File: config.mk
export PLATFORM = sky130hd
export DESIGN_NAME = iddr_slip_ctrl
export DESIGN_NICKNAME = d
export VERILOG_FILES = /design/src/rtl/iddrx1f_model_pkg.sv /design/src/rtl/iddrx1f_model_slip_ctrl.sv
export SDC_FILE = /design/constraint.sdc
export NUM_CORES = 1
export LEC_CHECK = 0
export ABC_CLOCK_PERIOD_IN_PS = 1300
export BUFFER_PORTS_ARGS = -buffer_cell sky130_fd_sc_hd__buf_2
export CAP_MARGIN = 20
export CORE_AREA = 2 2 39 41
export DETAILED_ROUTE_END_ITERATION = 6
export DIE_AREA = 0 0 41 43
export GPL_ROUTABILITY_DRIVEN = 0
export HOLD_SLACK_MARGIN = 0.06
export SLEW_MARGIN = 10
export SYNTH_ARGS = -nofsm -noshare
export SYNTH_HDL_FRONTEND = slang
export SYNTH_SLANG_ARGS = --single-unit
File: constraint.sdc
create_clock -name clk -period 1.3 [get_ports clk]
set_clock_uncertainty 0.1 [all_clocks]
set_input_delay 0.13 -clock clk [delete_from_list [all_inputs] [get_ports clk]]
set_output_delay 0.13 -clock clk [all_outputs]
set_load 0.01 [all_outputs]
File: src/rtl/iddrx1f_model_pkg.sv
`default_nettype none
// ============================================================================
// Module  : iddrx1f_model_pkg
// Brief   : Shared types and reset helper for the 1:2 input DDR model.
// Revision: 1.0
// ============================================================================
package iddrx1f_model_pkg;

    typedef struct packed {
        logic q0;
        logic q1;
    } pair_t;

    // Global set/reset only participates when GSR mode is enabled.
    function automatic logic calc_sr(input logic gsr_en, input logic gsr, input logic pur);
        return gsr_en ? !(gsr && pur) : !pur;
    endfunction

endpackage
`default_nettype wire

File: src/rtl/iddrx1f_model_slip_ctrl.sv
`default_nettype none
// ============================================================================
// Module  : iddr_slip_ctrl
// Brief   : ALIGNWD edge detector, request lockout and SLIP toggle.
// Revision: 1.0
// ============================================================================
module iddr_slip_ctrl
    import iddrx1f_model_pkg::*;
(
    input  wire logic clk,
    input  wire logic rst,
    input  wire logic i_align,
    output logic      o_slip
);
    localparam logic [1:0] c_LOCK_CYCLES = 2'd2;

    logic       r_prev;
    logic [1:0] r_lock;
    logic       r_slip;
    logic       w_req;

    assign w_req  = i_align & ~r_prev;
    assign o_slip = r_slip;

    // The edge detector keeps tracking during lockout so a held level never re-triggers.
    always_ff @(posedge clk or posedge rst) begin
        if (rst) begin
            r_prev <= 1'b0;
            r_lock <= 2'd0;
            r_slip <= 1'b0;
        end else begin
            r_prev <= i_align;
            if (w_req && (r_lock == 2'd0)) begin
                r_slip <= ~r_slip;
                r_lock <= c_LOCK_CYCLES;
            end else if (r_lock != 2'd0) begin
                r_lock <= r_lock - 2'd1;
            end
        end
    end
endmodule
`default_nettype wire

==> qor.csv <==
metric,value,unit
status,"complete, no violations",
Die H,43,um
# rows,14,
DR DRC count,0,
Vias per Instance,3.079,
register share of total power,38.7,%
Net Sw Frac,29.54,%
P_int,372.2,uW
Die Wd,41,um
part of the cycle the worst path needs,85.49,%
Max Buffers Root-to-Sink,2,
setup repair after global routing missed its margin,no,
# fillers,152,
clock-pin slew of the registers on the worst-case setup and hold paths,40,ps
Fmax,899.8,MHz
final setup fails,0,
Final ANT Viol Nets,0,
yosys warns,0,
HP Class,primary input to async pin,
Max IR drop VDD,0.0006590,V
initial antenna violation count,0,
Slew headroom,91.82,%
Worst Path Arrival,1160,ps
Lkg Pwr,0.0001292,uW
die area,1763,um2
Sinks on Clock Net,4,
minimum clock period,1111,ps
io pins,4,
crit start category,primary input,
vias in the first global route,125,
Setup CP Type,primary input to flip-flop,
Final Slew Violations,0,
H-tree level count,1,
largest net degree at the start of global routing,5,
post-synthesis cell type count,7,
"Avg Cell Area, Syn",12.33,um2
via count,117,
busiest layer in global routing,met3,
Global Route Usage Sum,4.834,%
sequential area share after synthesis,57.97,%
Avg WL per Cell,6.658,um
Buffers on Ports,3,
met2 Use GR,4.375,%
Worst setup EP type,flip-flop,
switching pwr,156.0,uW
max cap viols,0,
Fin. Hold Viols,0,
area grow syn2layout,44.93,%
drt pass-1 iters,2,
clock share of power,28.4,%
met1 usage,4.221,%
CP max FO,3,
Finished Core Util,18.08,%
antenna diode count,0,
global-route wire length before repair,455,um
Yosys reg bits,4,
layout cells sized above 1,31.82,%
total gr overflow,0,
Syn Inst Count,14,
drt first-iter violations,3,
clock buffer count from CTS,3,
Cell Pwr Density,2111,nW/um2
Starting Density,12.48,%
root buf cell,clkbuf_4,
final WL,253,um
Mapped Nets,18,
core area,1384,um2
"Req. time, crit path",1350,ps
Setup TNS Final,0,ps
TritonCTS clock tree,yes,
number of nets in the layout,28,
worst-skew pair later-pin latency,230,ps
grt met3 use,7.853,%
measured slew at the worst slew-check pin,119.3,ps
Mapped Area,172.7,um2
Comb power frac,32.8,%
## cell type report
class | instances | area (um2) | area share (%)
sequential | 4 | 100.1 | 40.00
multi-input combinational | 6 | 57.56 | 23.00
timing repair buffer | 5 | 35.03 | 14.00
clock buffer | 3 | 22.52 | 9.000
tap | 16 | 20.02 | 8.000
inverter | 4 | 15.01 | 6.000
## cells in the mapped netlist
| cell type | n | area (um2) |
|---|---|---|
| mux2i_1 | 2 | 20.02 |
| nand3b_1 | 1 | 7.510 |
| inv_1 | 4 | 15.01 |
| dfrtp_1 | 4 | 100.1 |
| xnor2_1 | 1 | 8.760 |
| o21ai_2 | 1 | 8.760 |
| ha_1 | 1 | 12.51 |
## power groups by stage
stage	logic (uW)	registers, uW	clock network [uW]
2_1_floorplan	123	211	0
3_3_place_gp	161	205	0
3_5_place_dp	171	206	0
4_1_cts	177	205	161
5_1_grt	202	209	173
6_report	174	205	150
## registers in the layout (all words and copies together), names as in the netlist
signal	count
o_slip	1
r_lock	2
r_prev	1
## kinds of logic (layout without fill, tap and decap cells)
kind of cell | count (synthesis) | after routing | share of synthesized area [%]
flops | 4 | 4 | 57.97
fa+ha+maj | 1 | 1 | 7.245
compound gates | 1 | 1 | 5.073
simple gates | 1 | 1 | 4.349
buf+inv | 4 | 12 | 8.693
mux | 2 | 2 | 11.59
xor+xnor | 1 | 1 | 5.073
## layout by cell type, fill, tap and decap left out
master / netlist / routed
mux2i_1: 2 / 2
ha_1: 1 / 1
dfrtp_1: 4 / 4
inv_1: 4 / 4
o21ai_2: 1 / 1
buf_2: 0 / 3
nand3b_1: 1 / 1
clkbuf_4: 0 / 3
dlygate4sd3_1: 0 / 2
xnor2_1: 1 / 1
## per-layer routing
layer / wire length [um] / share of wire, %
met3: 47 / 19
met5: 0 / 0
met2: 78 / 31
met4: 9 / 3.6
met1: 117 / 46
## worst max-delay path, stage by stage
cell and delay, ps:
dlygate4sd3_1 510, buf_2 110, inv_1 50, o21ai_2 160, mux2i_1 200
## final timing paths
| path | from | slack, ps | cells after the start | endpoint |
|---|---|---|---|---|
| setup reg to reg | r_lock[0]$_DFFE_PP0P_ | 200 | 4 | r_lock[1]$_DFFE_PP0P_ |
| setup / recovery | i_align | 190 | 5 | r_lock[1]$_DFFE_PP0P_ |
| hold / removal | rst | 220 | 3 | o_slip$_DFFE_PP0P_ |
| hold reg to reg | o_slip$_DFFE_PP0P_ | 360 | 1 | o_slip$_DFFE_PP0P_ |
| max in group asynchronous | rst | 730 | 3 | r_lock[1]$_DFFE_PP0P_ |
| min in group clk | o_slip$_DFFE_PP0P_ | 360 | 1 | o_slip$_DFFE_PP0P_ |
## stage by stage
stage	setup WS, ps	instance area (um2)	total power, uW	cells	hold slack (ps)
global route	102.3	250.2	584.4	38	251.3
detailed placement	201.6	207.7	377.7	33	-80.18
CTS	182.9	250.2	542.8	38	217.3
finish	188.6	250.2	528.2	38	221.8
floorplan	263.4	172.7	333.8	14	-203.9
global placement	225.2	207.7	366.6	33	-80.95
## timing repair
action / 4_1_cts / 5_1_grt
hold buffers: 2 / 0
hold endpoints to repair: 5 / 0
resized for setup: 0 / 0
buffers inserted: 0 / 0
(Power assumes the default switching activity.)
